$ cat config.mk
export PLATFORM = sky130hd
export DESIGN_NAME = axi_bram_read_arbiter
export DESIGN_NICKNAME = d
export VERILOG_FILES = /design/src/rtl/axi_bram_read_arbiter_pkg.sv /design/src/rtl/axi_bram_read_arbiter_rr_arbiter2.sv /design/src/rtl/axi_bram_read_arbiter.sv
export SDC_FILE = /design/constraint.sdc
export NUM_CORES = 1
export LEC_CHECK = 0
export ABC_CLOCK_PERIOD_IN_PS = 1800
export CAP_MARGIN = 40
export CELL_PAD_IN_SITES_DETAIL_PLACEMENT = 0
export CELL_PAD_IN_SITES_GLOBAL_PLACEMENT = 2
export CORE_MARGIN = 3
export CORE_UTILIZATION = 21
export DETAILED_ROUTE_END_ITERATION = 8
export PLACE_DENSITY = 0.87
export SLEW_MARGIN = 30
export SYNTH_ARGS = -nofsm -noshare
export SYNTH_HDL_FRONTEND = slang
export SYNTH_SLANG_ARGS = --single-unit
$ cat constraint.sdc
create_clock -name aclk -period 1.8 [get_ports aclk]
set_input_delay 0.54 -clock aclk [delete_from_list [all_inputs] [get_ports aclk]]
set_output_delay 0.54 -clock aclk [all_outputs]
set_load 0.02 [all_outputs]
$ cat src/rtl/axi_bram_read_arbiter_pkg.sv
// -----------------------------------------------------------------------------
// axi_bram_read_arbiter_pkg
// Shared definitions for the two-master BRAM read arbiter:
//   - FSM state encoding (IDLE/ADDR/CAPT/RESP)
//   - AXI response code used on both R channels
//   - clogb2 helper used to derive the byte-offset width of an AXI address
// -----------------------------------------------------------------------------
package axi_bram_read_arbiter_pkg;

    localparam logic [1:0] STATE_IDLE = 2'd0;
    localparam logic [1:0] STATE_ADDR = 2'd1;
    localparam logic [1:0] STATE_CAPT = 2'd2;
    localparam logic [1:0] STATE_RESP = 2'd3;

    typedef enum logic [1:0] {
        IDLE = STATE_IDLE,  // waiting for an arvalid, arbitration active
        ADDR = STATE_ADDR,  // word address presented, BRAM samples at cycle end
        CAPT = STATE_CAPT,  // BRAM data valid, captured into owner's rdata register
        RESP = STATE_RESP   // rvalid to owner until rready
    } state_t;

    localparam logic [1:0] AXI_RESP_OKAY = 2'd0;

    // Number of bits needed to represent value (0 -> 0, 3 -> 2, 4 -> 3).
    function automatic int clogb2(input int value);
        int v;
        int n;
        v = value;
        for (n = 0; v > 0; n++) begin
            v = v >> 1;
        end
        return n;
    endfunction

endpackage

$ cat src/rtl/axi_bram_read_arbiter_rr_arbiter2.sv
// -----------------------------------------------------------------------------
// rr_arbiter2
// Two-requester round-robin arbiter, purely combinational.
//   req[1:0]  request lines
//   last      index of the requester granted most recently
//   en        arbitration enable; gnt is zero when low
//   gnt[1:0]  one-hot grant, or zero when disabled / no request
// When both request, the one that did not win last time is granted.
// -----------------------------------------------------------------------------
module rr_arbiter2 (
    input  logic [1:0] req,
    input  logic       last,
    input  logic       en,
    output logic [1:0] gnt
);

    always_comb begin
        gnt = 2'b00;
        if (en) begin
            case (req)
                2'b01:   gnt = 2'b01;
                2'b10:   gnt = 2'b10;
                2'b11:   gnt = last ? 2'b01 : 2'b10;
                default: gnt = 2'b00;
            endcase
        end
    end

endmodule

$ cat src/rtl/axi_bram_read_arbiter.sv
// -----------------------------------------------------------------------------
// axi_bram_read_arbiter
// Shares one BRAM read port between two AXI4-Lite read-only slaves (AR + R).
// One transaction in flight; round-robin between the slaves; read data is
// captured into a per-slave register so R never depends on BRAM output hold.
//
// Ports
//   aclk, areset            clock, synchronous active-high reset
//   s{0,1}_axi_araddr/arvalid/arready   AR channel per slave
//   s{0,1}_axi_rdata/rresp/rvalid/rready R channel per slave (rresp always OKAY)
//   bram_porta_clk/rst      forwarded aclk/areset
//   bram_porta_addr         registered word address
//   bram_porta_rddata       BRAM data, valid one cycle after address sampled
//
// Timing: grant in IDLE cycle N, ADDR at N+1, CAPT at N+2, rvalid from N+3.
// -----------------------------------------------------------------------------
module axi_bram_read_arbiter
    import axi_bram_read_arbiter_pkg::*;
#(
    parameter int AXI_DATA_WIDTH  = 32,
    parameter int AXI_ADDR_WIDTH  = 16,
    parameter int BRAM_DATA_WIDTH = 32,
    parameter int BRAM_ADDR_WIDTH = 10
) (
    input  logic                       aclk,
    input  logic                       areset,

    input  logic [AXI_ADDR_WIDTH-1:0]  s0_axi_araddr,
    input  logic                       s0_axi_arvalid,
    output logic                       s0_axi_arready,
    output logic [AXI_DATA_WIDTH-1:0]  s0_axi_rdata,
    output logic [1:0]                 s0_axi_rresp,
    output logic                       s0_axi_rvalid,
    input  logic                       s0_axi_rready,

    input  logic [AXI_ADDR_WIDTH-1:0]  s1_axi_araddr,
    input  logic                       s1_axi_arvalid,
    output logic                       s1_axi_arready,
    output logic [AXI_DATA_WIDTH-1:0]  s1_axi_rdata,
    output logic [1:0]                 s1_axi_rresp,
    output logic                       s1_axi_rvalid,
    input  logic                       s1_axi_rready,

    output logic                       bram_porta_clk,
    output logic                       bram_porta_rst,
    output logic [BRAM_ADDR_WIDTH-1:0] bram_porta_addr,
    input  logic [BRAM_DATA_WIDTH-1:0] bram_porta_rddata
);

    localparam int ADDR_LSB = clogb2(AXI_DATA_WIDTH / 8 - 1);

    // Slave-indexed views of the two port sets.
    logic [AXI_ADDR_WIDTH-1:0]  araddr_v [2];
    logic [AXI_DATA_WIDTH-1:0]  rdata_v  [2];
    logic [1:0]                 arvalid_v;
    logic [1:0]                 rready_v;
    logic [1:0]                 rvalid_v;
    logic [1:0]                 gnt;

    state_t                     state_reg;
    logic                       owner_reg;
    logic                       last_reg;
    logic [BRAM_ADDR_WIDTH-1:0] addr_reg;

    logic                       win;
    logic [BRAM_ADDR_WIDTH-1:0] win_word;
    logic                       resp_done;

    // Only the word slice of each address is used; the rest is ignored.
    logic                       unused_addr_bits;

    assign araddr_v[0] = s0_axi_araddr;
    assign araddr_v[1] = s1_axi_araddr;
    assign arvalid_v   = {s1_axi_arvalid, s0_axi_arvalid};
    assign rready_v    = {s1_axi_rready,  s0_axi_rready};
    assign unused_addr_bits = ^{s0_axi_araddr, s1_axi_araddr};

    // Arbitration only in IDLE and never during reset, so a handshake is
    // never signalled on a cycle whose transaction would be discarded.
    rr_arbiter2 u_arb (
        .req  (arvalid_v),
        .last (last_reg),
        .en   ((state_reg == IDLE) && !areset),
        .gnt  (gnt)
    );

    assign win       = gnt[1];
    assign win_word  = araddr_v[win][ADDR_LSB +: BRAM_ADDR_WIDTH];
    assign resp_done = rvalid_v[owner_reg] && rready_v[owner_reg];

    always_ff @(posedge aclk) begin
        if (areset) begin
            state_reg <= IDLE;
            owner_reg <= 1'b0;
            last_reg  <= 1'b1;
            addr_reg  <= '0;
        end else begin
            case (state_reg)
                IDLE: begin
                    if (|gnt) begin
                        addr_reg  <= win_word;
                        owner_reg <= win;
                        last_reg  <= win;
                        state_reg <= ADDR;
                    end
                end
                ADDR:    state_reg <= CAPT;
                CAPT:    state_reg <= RESP;
                RESP: begin
                    if (resp_done) begin
                        state_reg <= IDLE;
                    end
                end
                default: state_reg <= IDLE;
            endcase
        end
    end

    // Per-slave R channel registers. rdata only changes when that slave owns
    // the capture, so a non-owner keeps presenting its previous read data.
    genvar gi;
    generate
        for (gi = 0; gi < 2; gi++) begin : g_port
            logic                      rvalid_reg;
            logic [AXI_DATA_WIDTH-1:0] rdata_reg;

            always_ff @(posedge aclk) begin
                if (areset) begin
                    rvalid_reg <= 1'b0;
                    rdata_reg  <= '0;
                end else if ((state_reg == CAPT) && (owner_reg == 1'(gi))) begin
                    rvalid_reg <= 1'b1;
                    rdata_reg  <= bram_porta_rddata;
                end else if (rvalid_reg && rready_v[gi]) begin
                    rvalid_reg <= 1'b0;
                end
            end

            assign rvalid_v[gi] = rvalid_reg;
            assign rdata_v[gi]  = rdata_reg;
        end
    endgenerate

    assign s0_axi_arready = gnt[0];
    assign s1_axi_arready = gnt[1];
    assign s0_axi_rvalid  = rvalid_v[0];
    assign s1_axi_rvalid  = rvalid_v[1];
    assign s0_axi_rdata   = rdata_v[0];
    assign s1_axi_rdata   = rdata_v[1];
    assign s0_axi_rresp   = AXI_RESP_OKAY;
    assign s1_axi_rresp   = AXI_RESP_OKAY;

    assign bram_porta_clk  = aclk;
    assign bram_porta_rst  = areset;
    assign bram_porta_addr = addr_reg;

endmodule

==> results.tsv <==
metric	value	unit
r2r_start	state_reg[0]$_SDFFE_PP0P_	
avgSynthCellArea	8.234	µm²
setup.worst_path.class	flop to output pin	
ys.flop_type	dfxtp_1	
drv_cap	0	
violations	setup timing	
placed_area	4663	µm²
worst_hold_startpoint	s0_axi_rdata[9]$_SDFFE_PP0P_	
worst_setup_path_start_kind	flop	
synth_area	3063	µm²
pwr-share-comb	29.1	%
met3_usage	4.926	%
switchingPower	1.944	mW
gr-usage-all-layers	11.79	%
power.share.switching	30.47	%
grt_antenna_before_repair	0	
rows	43	
status	complete, but fails checks	
area_growth_syn_to_layout	64.13	%
first_pass_iters	4	
clock_latency	0.45	ns
synthDistinctLibCells	31	
min_delay_worst_endpoint	s0_axi_rdata[9]$_SDFFE_PP0P_	
seq_power_share	34.0	%
cp.required	1.26	ns
grt_max_degree	80	
holdWs	0.4516	ns
hold_depth	2	
synthMuxAreaShare	3.268	%
power.internal	4.435	mW
synth_xor_area_share	0	%
fmax	495.1	MHz
synth_simple_gate_area_share	20.38	%
startpoint	state_reg[0]$_SDFFE_PP0P_	
wirelength	9.284	mm
die_area	16070	µm²
finalNonFillerCells	703	
path_max_fanout	3	
finish.net_count	591	
die_x	126.8	µm
grt.overflow.total	0	
grt_pass1_wl	14.69	mm
rsz0062_at_grt	true	
hold_viol	0	
synthAdderAreaFrac	1.225	%
antenna_left	0	
yosysWarnings	0	
busiest_layer	met2	
r2r_cells	9	
wl_per_cell	13.21	µm
gp_congestion	0.7162	
finalInstanceArea	5027	µm²
numPortBuffers	137	
diodes	0	
drive_above_1_share	11.09	%
start_util	21.73	%
synthArstFlopShare	0	%
dp_slack	-0.6810	ns
top_level_ports	154	
worst_ep_arrival_time	1.48	ns
min_period_over_period	112.2	%
ir_worst_vdd	0.4668	mV
clock_power_share	36.9	%
dp_hpwl	6.587	mm
rrSetupSlack	0.15	ns
r2r-end	s1_axi_rdata[0]$_SDFFE_PP0P_	
first_global_vias	2891	
min_period	2.020	ns
setup_ws	-0.2199	ns
synth_compound_area_share	15.73	%
clock_skew	0.005153	ns
ys_ff_latch	80	
drv_slew	0	
core_area	14100	µm²
clk_pin_slew	0.06	ns
endpoint_kind	output pin	
syn_inst	372	
hold_path.class	flop to flop	
ctsHoldBuffers	0	
synth_top_family_by_area	simple AND/OR/NAND/NOR gates	
p_per_area	1269	nW/µm²
seq_area_frac_synth	52.29	%
grtUsageMet1	13.82	%
die_h	126.8	µm
dr.first_iter.drc_count	128	
avgViaCountPerCell	4.179	
drc	0	
dp.cells	681	
grt_use_met2	18.62	%
cts_tree	done	
num_vias	2938	
synth_edf_count	0	
setup_violations	2	
timing.setup.tns	-0.3878	ns
p_leak	2.216	nW
-- critical path: stages (launching register included) --
cell and delay, ns:
dfxtp_2 0.32, inv_2 0.07, ha_4 0.14, nor2b_4 0.19, and3_4 0.21, buf_6 0.11
-- metal layers --
layer,wire length [µm],part of all wire (%)
met4,156,1.7
met3,906,9.8
met1,4010,43
met2,4211,45
met5,0,0
-- power groups by stage --
stage | combinational [mW] | sequential [mW] | clock, mW
final | 1.86 | 2.17 | 2.35
after global routing | 2.05 | 2.20 | 2.50
after CTS | 1.86 | 2.17 | 2.43
after detailed placement | 1.95 | 2.21 | 0.0746
after global placement | 1.92 | 2.20 | 0.0746
after floorplan | 0.775 | 2.45 | 0.0649
-- cells in the mapped netlist, types with 2 or more instances --
cell | n | area, µm²
nand2_1 | 134 | 503.0
dfxtp_1 | 80 | 1602
a21oi_1 | 67 | 335.3
buf_2 | 14 | 70.07
nor2_1 | 11 | 41.29
mux2i_1 | 10 | 100.1
a211oi_1 | 9 | 67.56
clkbuf_1 | 8 | 30.03
buf_4 | 6 | 45.04
nand2b_1 | 4 | 25.02
ha_1 | 3 | 37.54
inv_1 | 3 | 11.26
buf_1 | 2 | 7.510
buf_6 | 2 | 22.52
o211ai_1 | 2 | 15.01
o21a_1 | 2 | 15.01
-- worst max path at each step --
stage                      to  slack [ns]  depth (start not counted)
6_report       s0_axi_arready       -0.22                          5
5_1_grt        s0_axi_arready       -0.28                          5
3_5_place_dp   s0_axi_arready       -0.68                          4
2_1_floorplan  s1_axi_arready        0.11                          5
3_3_place_gp   s0_axi_arready       -0.67                          4
4_1_cts        s0_axi_arready       -0.25                          5
-- layout make-up --
cell class / instances / area, µm²
sequential: 80 / 1604
clock inverter: 2 / 60.06
fill: 1493 / 9069
tap: 180 / 225.2
timing repair buffer: 162 / 1501
inverter: 5 / 18.77
multi-input combinational: 257 / 1279
clock buffer: 17 / 339.1
-- metrics by stage --
step	utilization [%]	total power, mW
3_3_place_gp	33.08	4.199
5_1_grt	35.66	6.760
3_5_place_dp	33.08	4.236
4_1_cts	35.36	6.461
6_report	35.66	6.379
2_1_floorplan	-	3.292
-- cell usage in the layout, fill, tap and decap left out, types with 2 or more instances in the layout --
cell type | netlist | routed
a211oi_1 | 9 | 9
a21oi_1 | 67 | 67
buf_12 | 1 | 3
buf_4 | 6 | 22
buf_6 | 2 | 3
bufinv_16 | 0 | 2
clkbuf_1 | 8 | 2
clkbuf_16 | 0 | 11
clkbuf_8 | 0 | 3
clkdlybuf4s50_1 | 0 | 55
conb_1 | 1 | 4
dfxtp_1 | 80 | 78
dfxtp_2 | 0 | 2
dlygate4sd2_1 | 0 | 77
ha_1 | 3 | 2
inv_2 | 1 | 3
mux2i_1 | 10 | 10
nand2_1 | 134 | 134
nand2b_1 | 4 | 4
nor2_1 | 11 | 11
o211ai_1 | 2 | 2
o21a_1 | 2 | 2
-- kinds of logic after synthesis --
kind of cell | count (synthesis)
compound gates | 85
other cells | 1
simple gates | 155
mux | 10
flops | 80
buf+inv | 38
fa+ha+maj | 3
-- what timing repair did --
item,CTS,global route
setup buffers,1,2
endpoints found under the hold margin,0,0
gates resized for setup,102,3
setup endpoints to repair,80,2
pin swaps,3,2
(Power assumes the default switching activity.)
